$ cat src/rtl/eq_level_packer.sv
// eq_level_packer: tracks per-band peak magnitudes over a frame of complete
// band sets, converts each peak to a 4-bit log level and publishes the eight
// levels as one word with a done flag held until the MCU asks for a new frame.
module eq_level_packer #(
    parameter int unsigned MAG_W      = 16,
    parameter int unsigned FRAME_SETS = 64,
    parameter int unsigned CNT_W      = 8
) (
    input  logic             clk,
    input  logic             nreset,
    input  logic             load,
    input  logic             sample_valid,
    input  logic [2:0]       band_idx,
    input  logic [MAG_W-1:0] band_mag,
    output logic [31:0]      eqVals,
    output logic             done,
    output logic             busy
);

    localparam int unsigned N_BANDS = 8;
    localparam int unsigned LVL_W   = 4;
    localparam int unsigned IDX_W   = 3;
    localparam int unsigned WORD_W  = N_BANDS * LVL_W;
    localparam int unsigned LVL_MAX = 15;

    typedef enum logic [1:0] {
        ST_IDLE  = 2'd0,
        ST_ACCUM = 2'd1,
        ST_QUANT = 2'd2,
        ST_DONE  = 2'd3
    } state_e;

    state_e                         state_q, state_d;
    logic                           load_meta_q, load_s_q;
    logic [N_BANDS-1:0][MAG_W-1:0]  peak_q, peak_d;
    logic [CNT_W-1:0]               cnt_q, cnt_d;
    logic [IDX_W-1:0]               qidx_q, qidx_d;
    logic [WORD_W-1:0]              shadow_q, shadow_d;
    logic [WORD_W-1:0]              eq_q, eq_d;
    logic                           done_q, done_d;
    logic                           busy_q, busy_d;
    logic [LVL_W-1:0]               level_c;

    // Log level: 0 for a zero peak, else MSB position + 1, saturated at 15.
    function automatic logic [LVL_W-1:0] log_level(input logic [MAG_W-1:0] mag);
        int unsigned lvl;
        lvl = 0;
        for (int unsigned i = 0; i < MAG_W; i++) begin
            if (mag[i]) lvl = i + 1;
        end
        if (lvl > LVL_MAX) lvl = LVL_MAX;
        return LVL_W'(lvl);
    endfunction

    // Level of the band currently selected by the quantize index.
    always_comb begin
        level_c = log_level(peak_q[qidx_q]);
    end

    // Next-state and datapath updates; done/busy follow the next state so they
    // are registered and change only on clk edges.
    always_comb begin
        state_d  = state_q;
        peak_d   = peak_q;
        cnt_d    = cnt_q;
        qidx_d   = qidx_q;
        shadow_d = shadow_q;
        eq_d     = eq_q;

        case (state_q)
            ST_IDLE: begin
                peak_d = '0;
                cnt_d  = '0;
                qidx_d = '0;
                if (!load_s_q) state_d = ST_ACCUM;
            end
            ST_ACCUM: begin
                if (load_s_q) begin
                    state_d = ST_IDLE;
                end else if (cnt_q == CNT_W'(FRAME_SETS)) begin
                    // Frame complete: samples arriving now belong to no frame.
                    state_d = ST_QUANT;
                    qidx_d  = '0;
                end else if (sample_valid) begin
                    if (band_mag > peak_q[band_idx]) peak_d[band_idx] = band_mag;
                    if (band_idx == IDX_W'(N_BANDS - 1)) cnt_d = cnt_q + CNT_W'(1);
                end
            end
            ST_QUANT: begin
                if (load_s_q) begin
                    state_d = ST_IDLE;
                end else begin
                    shadow_d[LVL_W * 32'(qidx_q) +: LVL_W] = level_c;
                    qidx_d = qidx_q + IDX_W'(1);
                    if (qidx_q == IDX_W'(N_BANDS - 1)) begin
                        // Publish the whole word together with done.
                        eq_d    = shadow_d;
                        state_d = ST_DONE;
                    end
                end
            end
            ST_DONE: begin
                if (load_s_q) state_d = ST_IDLE;
            end
            default: begin
                state_d = ST_IDLE;
            end
        endcase

        done_d = (state_d == ST_DONE);
        busy_d = (state_d == ST_ACCUM) || (state_d == ST_QUANT);
    end

    // State, synchronizer and datapath registers with asynchronous clear.
    always_ff @(posedge clk or negedge nreset) begin
        if (!nreset) begin
            state_q     <= ST_IDLE;
            load_meta_q <= 1'b0;
            load_s_q    <= 1'b0;
            peak_q      <= '0;
            cnt_q       <= '0;
            qidx_q      <= '0;
            shadow_q    <= '0;
            eq_q        <= '0;
            done_q      <= 1'b0;
            busy_q      <= 1'b0;
        end else begin
            state_q     <= state_d;
            load_meta_q <= load;
            load_s_q    <= load_meta_q;
            peak_q      <= peak_d;
            cnt_q       <= cnt_d;
            qidx_q      <= qidx_d;
            shadow_q    <= shadow_d;
            eq_q        <= eq_d;
            done_q      <= done_d;
            busy_q      <= busy_d;
        end
    end

    assign eqVals = eq_q;
    assign done   = done_q;
    assign busy   = busy_q;

endmodule
$ cat config.mk
export PLATFORM = sky130hd
export DESIGN_NAME = eq_level_packer
export DESIGN_NICKNAME = d
export VERILOG_FILES = /design/src/rtl/eq_level_packer.sv
export SDC_FILE = /design/constraint.sdc
export NUM_CORES = 1
export LEC_CHECK = 0
export CAP_MARGIN = 20
export CORE_MARGIN = 2
export CORE_UTILIZATION = 30
export CTS_CLUSTER_SIZE = 40
export DETAILED_ROUTE_END_ITERATION = 8
export GPL_ROUTABILITY_DRIVEN = 1
export GPL_TIMING_DRIVEN = 0
export PLACE_DENSITY_LB_ADDON = 0.12
export SLEW_MARGIN = 25
export SYNTH_ARGS = -nofsm -noshare
export SYNTH_HDL_FRONTEND = slang
export SYNTH_SLANG_ARGS = --single-unit
$ cat constraint.sdc
create_clock -name clk -period 3.7 [get_ports clk]
set_input_delay 0.555 -clock clk [delete_from_list [all_inputs] [get_ports clk]]
set_output_delay 0.555 -clock clk [all_outputs]
set_load 0.005 [all_outputs]
# Word level (Yosys, flattened, before mapping)
# Index checks and enable logic that the tools add are counted.
# Widths: inputs -> output; s select.
word_totals:
  register_bits: 209
  latch_bits: 0
  ram_bits: 0
  mem_bits_ro: 0
  input_bits: 23
  out_inout_bits: 34
  word_cells: 100
  memories: 0
op_classes:
  n_addsub: 3
  mul: 0
  n_div: 0
  n_lt_le_gt_ge: 5
  n_eq_ne: 16
  shifts: 2
  muxes: 46
  n_bitwise: 1
  reduce_logical: 10
op_table:
  columns: ["cell", "count"]
  rows:
  - ["$mux 128", 4]
  - ["$mux 32", 14]
  - ["$pmux 128 s2", 1]
  - ["$bwmux 128", 1]
  - ["$bmux 16 s3", 2]
  - ["$demux 16 s3", 1]
  - ["$mux 16", 3]
  - ["$neg 5->34", 1]
  - ["$shift 4x34->32 const A", 1]
  - ["$shiftx 4x34->32", 1]
  - ["$bwmux 32", 1]
  - ["$gt 32x4->1 const B", 1]
  - ["$mux 8", 4]
  - ["$gt 16x16->1", 1]
  - ["$pmux 8 s2", 1]
  - ["$mux 2", 7]
  - ["$ne 2x2->1 const B", 7]
  - ["$reduce_and 5->1", 2]
  - ["$mux 3", 3]
  - ["$pmux 3 s3", 1]
  - ["$add 8x1->8 const B", 1]
  - ["$eq 2x2->1 const B", 4]
  - ["$eq 8x7->1 const B", 1]
  - ["$lt 3x4->1 const B", 2]
  - ["16 further kinds", 18]

# Longest topological paths before layout
depth:
  ltp_word: 22
  mapped_depth: 16
  depth_no_buf: 12

# Worst setup path after synthesis
# OpenSTA, ideal clock, no wires.
synth_path:
  kind: "input -> register"
  startpoint: "in band_idx[2]"
  endpoint: "reg peak_q[16] in the netlist's numbering"
  setup_ns: 0.122
  arrival_ns: 4.209
  required_ns: 3.578
  path_slack_ns: -0.631
  stages: 15
  path_buffers: 4
  cell_sequence: "clkbuf_1 > nor3b_1 > clkbuf_1 > a22oi_1 > and4_1 > ha_1 > nor2b_1 > o21a_1 > o21a_1 > o21ai_0 > a221oi_2 > clkbuf_1 > o2111ai_1 > clkbuf_1 > a32o_1"
synth_via:
  elab_chain_len: 10
  word_cells_on_any_way: 16
  classes_between: "order compare: 3; eq/ne: 1; mux: 10; reduce/logical: 2"
synth_lines:
  columns: ["item", "line_no", "text"]
  rows:
  - ["from (decl)", "13", "input logic [2:0] band_idx,"]
  - ["$lt 3x4->1 (implied by the code) or $ge 3x1->1 (tied branches)", "85", "if (band_mag > peak_q[band_idx]) peak_d[band_idx] = band_mag;"]
  - ["$logic_and 1x1->1 (implied by the code)", "85", null]
  - ["$mux 16 (implied by the code)", "85", null]
  - ["$demux 16 s3", "85", null]
  - ["$bwmux 128", "85", null]
  - ["$mux 128", "85", null]
  - ["$mux 128", "84", "end else if (sample_valid) begin"]
  - ["$mux 128", "80", "end else if (cnt_q == CNT_W'(FRAME_SETS)) begin"]
  - ["$mux 128", "78", "if (load_s_q) begin"]
  - ["$pmux 128 s2", "70", "case (state_q)"]
  - ["to (signal assigned)", "131", "peak_q <= peak_d;"]
  - ["to (decl)", "35", "logic [N_BANDS-1:0][MAG_W-1:0] peak_q, peak_d;"]
# Parallel ways exist; a longest one is shown, timed or not. The select of a mux whose other input is x is not followed.
# A chain may end at the register's enable or synchronous reset.

# Worst setup path after layout
layout_path:
  startpoint: "in band_idx[0]"
  endpoint: "reg peak_q[70] in the netlist's numbering"
# Same word-level chain as after synthesis.

==> impl_metrics.csv <==
group,metric,value,unit
run_status,status,"finished, violations left",
run_status,violations,"hold timing, setup timing",
synthesis,ys_seq_elements,209,
power,powerDensity,405,mW/mm^2
detailed_routing,wl,40.9,mm
power,finalPower,5.40,mW
timing,hold_violations,12,
cells_and_area,diodes,0,
die,start_util,30.2,%
cells_and_area,area_delta_synth_final,24.8,%
die,die_x,193,um
critical_path,critPathCapture,"peak_q[70]$_DFFE_PN0P_",
timing,slew_headroom,30.8,%
detailed_routing,drc,0,
clock_tree,clock-root-buffer,"clkbuf_16",
die,die_h,193,um
critical_path,reg2regPathDepth,13,
critical_path,cp-startpoint,"band_idx[0]",
die,core-area,0.0353,sq mm
timing,min_period,3.72,ns
synthesis,synth_fp_nets,979,
grt,track_usage,22.4,%
critical_path,rrSetupSlack,0.15,ns
clock_tree,cts_sinks,209,
power,leakagePower,5.50,nW
grt,grt_max_degree,75,
cells_and_area,final_util,37.7,%
timing,setup_viol,10,
clock_tree,cts_tree,"built",
clock_tree,cts.path.max_buffers,3,
cells_and_area,fin_cells,1509,
timing,max_freq,0.268,GHz
die,io_pins,57,
critical_path,worstPathArrival,4.13,ns
grt,top_usage_layer,"met2",
timing,layout_setup_ws,-0.0245,ns
grt,grt_pass1_vias,9015,
placement,gp_congestion,0.867,
synthesis,synth_cell_type_count,58,
timing,period_share,101,%
detailed_routing,drt-wirelength-per-cell,27.1,um
detailed_routing,drt_first_pass_iters,6,
power,peakVddDrop,320,uV
die,placementRows,69,
grt,met2_usage,36.0,%
timing,rsz0062_at_grt,"yes",
synthesis,yosysWarnings,0,
detailed_routing,vias,9109,
placement,post-dp-hpwl,27.3,mm
clock_tree,cts_buffers,26,
timing,drv_slew,0,
critical_path,crit_path_end_kind,"flop",
grt,antenna_found_initial,0,
grt,globalRouteMet1Util,31.0,%
detailed_routing,postRouteAntennaNets,0,
synthesis,async_reset_ff_share,100,%
synthesis,syn-instance-count,930,
synthesis,syn_avg_cell_area,11.5,sq um
grt,grt_pass1_wl,61.1,mm
synthesis,synth_area,0.0107,sq mm
critical_path,cp_max_fo,10,
critical_path,crit_required,4.11,ns
critical_path,crit_type,"in -> reg",
clock_tree,cts_max_level,1,
detailed_routing,initialDrtViolationCount,983,
cells_and_area,nFillCells,3481,
placement,dp_cells,1445,
cells_and_area,drive_gt1_share,17.4,%
grt,globalRouteOverflowTotal,0,
detailed_routing,via_per_inst,6.04,
cells_and_area,nets,1077,
synthesis,synth_flop_cell,"dfrtp_1",
critical_path,r2r_end,"peak_q[70]$_DFFE_PN0P_",
clock_tree,clk_latency,0.54,ns
grt,grt_use_met3,3.49,%
timing,worst_pin_slew,1.04,ns
timing,clock_skew,0.0180,ns
critical_path,start_kind,"input port",
run,max_cap_viol_count,0,
timing,holdWs,-0.0224,ns
synthesis,seq_area_frac_synth,49.0,%
die,die_area,0.0371,sq mm
clock_tree,cts.clk_slew.worst_paths,0.06,ns
critical_path,r2r-start,"peak_q[31]$_DFFE_PN0P_",
placement,io_buffers,52,
min_path,hold_path.class,"in -> async",
synthesis,synth_edf_count,0,
==> stage by stage <==
| step | worst slack, ns | setup TNS, ns | instance area (sq um) | hold WS (ns) |
|---|---|---|---|---|
| 6_report | -0.0245 | -0.165 | 13300 | -0.0224 |
| 4_1_cts | 0.00796 | 0 | 13200 | 0.00592 |
| 5_1_grt | -0.0476 | -0.702 | 13300 | 0.0141 |
| 3_5_place_dp | -2.02 | -221.28 | 11900 | 0.352 |
| 3_3_place_gp | -7.61 | -1804.87 | 11900 | 0.337 |
| 2_1_floorplan | -0.0127 | -0.175 | 10800 | 0.259 |
==> flip-flops by register name, indices dropped and copies added (netlist names) <==
| register | flops |
|---|---|
| load_s_q | 1 |
| done | 1 |
| shadow_q | 32 |
| cnt_q | 8 |
| peak_q | 128 |
| eqVals | 32 |
| load_meta_q | 1 |
| qidx_q | 3 |
| busy | 1 |
| state_q | 2 |
==> Yosys cell counts, types with 9 or more instances <==
| cell type | n | area (sq um) |
|---|---|---|
| a21o_1 | 9 | 67.6 |
| a21oi_1 | 37 | 185 |
| a22oi_1 | 60 | 450 |
| a32o_1 | 128 | 1280 |
| and3_1 | 21 | 131 |
| and4_1 | 14 | 123 |
| buf_1 | 16 | 60.1 |
| clkbuf_1 | 59 | 221 |
| dfrtp_1 | 209 | 5230 |
| ha_1 | 26 | 325 |
| mux2_2 | 12 | 135 |
| mux2i_1 | 10 | 100 |
| mux4_2 | 28 | 631 |
| nand2_1 | 69 | 259 |
| nand2b_1 | 10 | 62.6 |
| nand3_1 | 26 | 130 |
| nand4_1 | 13 | 81.3 |
| nor2_1 | 28 | 105 |
| o21ai_0 | 36 | 180 |
| o21ai_1 | 9 | 45.0 |
| o31ai_1 | 13 | 97.6 |
==> cell families after synthesis <==
logic type / synth area share (%)
compound gates: 25.1
simple gates: 10.4
flops: 49.0
buf+inv: 3.75
mux: 8.12
fa+ha+maj: 3.05
xor+xnor: 0.575
==> area by class of cell <==
class	instances	area [sq um]	share of cell area, %
buffer	83	607	4.56
timing repair buffer	72	741	5.56
multi-input combinational	625	5250	39.5
inverter	11	45.0	0.338
clock buffer	42	802	6.02
sequential	209	5230	39.3
tap	461	577	4.33
clock inverter	6	58.8	0.442
==> layer usage <==
| layer | wire [um] | vias to the layer above |
|---|---|---|
| met5 | 0 | - |
| met4 | 1180 | 0 |
| met3 | 2530 | 85 |
| met2 | 19200 | 380 |
| met1 | 18000 | 4711 |
| li1 | - | 3933 |
==> worst min path at each step <==
stage	start	endpoint	slack, ns	cells after the start
after floorplan	nreset	busy$_DFF_PN0_	0.26	0
after global placement	load_meta_q$_DFF_PN0_	load_s_q$_DFF_PN0_	0.34	0
after detailed placement	load_meta_q$_DFF_PN0_	load_s_q$_DFF_PN0_	0.35	0
after CTS	nreset	load_s_q$_DFF_PN0_	0.006	1
after global routing	nreset	load_s_q$_DFF_PN0_	0.01	1
final	nreset	load_s_q$_DFF_PN0_	-0.02	1
==> critical path, cell delays in order <==
cell and delay, ns:
clkbuf_4 0.20, and3b_1 0.20, clkbuf_8 0.19, a22o_1 0.20, a221oi_1 0.22, and3_1 0.24, ha_1 0.26, nand4_1 0.19
or2_4 0.20, nor3_4 0.06, or3_4 0.38, clkinvlp_4 0.12, buf_12 0.12, o2111ai_2 0.35, buf_4 0.35, a32o_1 0.27
==> cells in the final DEF (no fill, tap or decap), types with 15 or more instances in the layout <==
master	count
dfrtp_1	209
a32o_1	128
nand2_1	69
a22oi_1	60
clkdlybuf4s50_1	51
a21oi_1	36
clkbuf_1	35
o21ai_0	35
clkbuf_16	30
mux4_2	28
nor2_1	27
nand3_1	26
ha_1	26
buf_4	22
and3_1	21
clkbuf_8	17
buf_1	15
==> power by group <==
| group | switching, mW | internal (mW) | total [mW] |
|---|---|---|---|
| combinational | 0.341 | 0.159 | 0.499 |
| sequential | 0.0208 | 2.31 | 2.33 |
| clock | 1.02 | 1.55 | 2.57 |
| total | 1.38 | 4.01 | 5.40 |
==> what timing repair did <==
action	CTS	global route
gates resized for setup	75	22
hold buffers	0	0
endpoints found under the hold margin	0	0
buffers inserted	11	7
pin swaps	6	5
setup endpoints to repair	128	86
(Power assumes the default switching activity.)
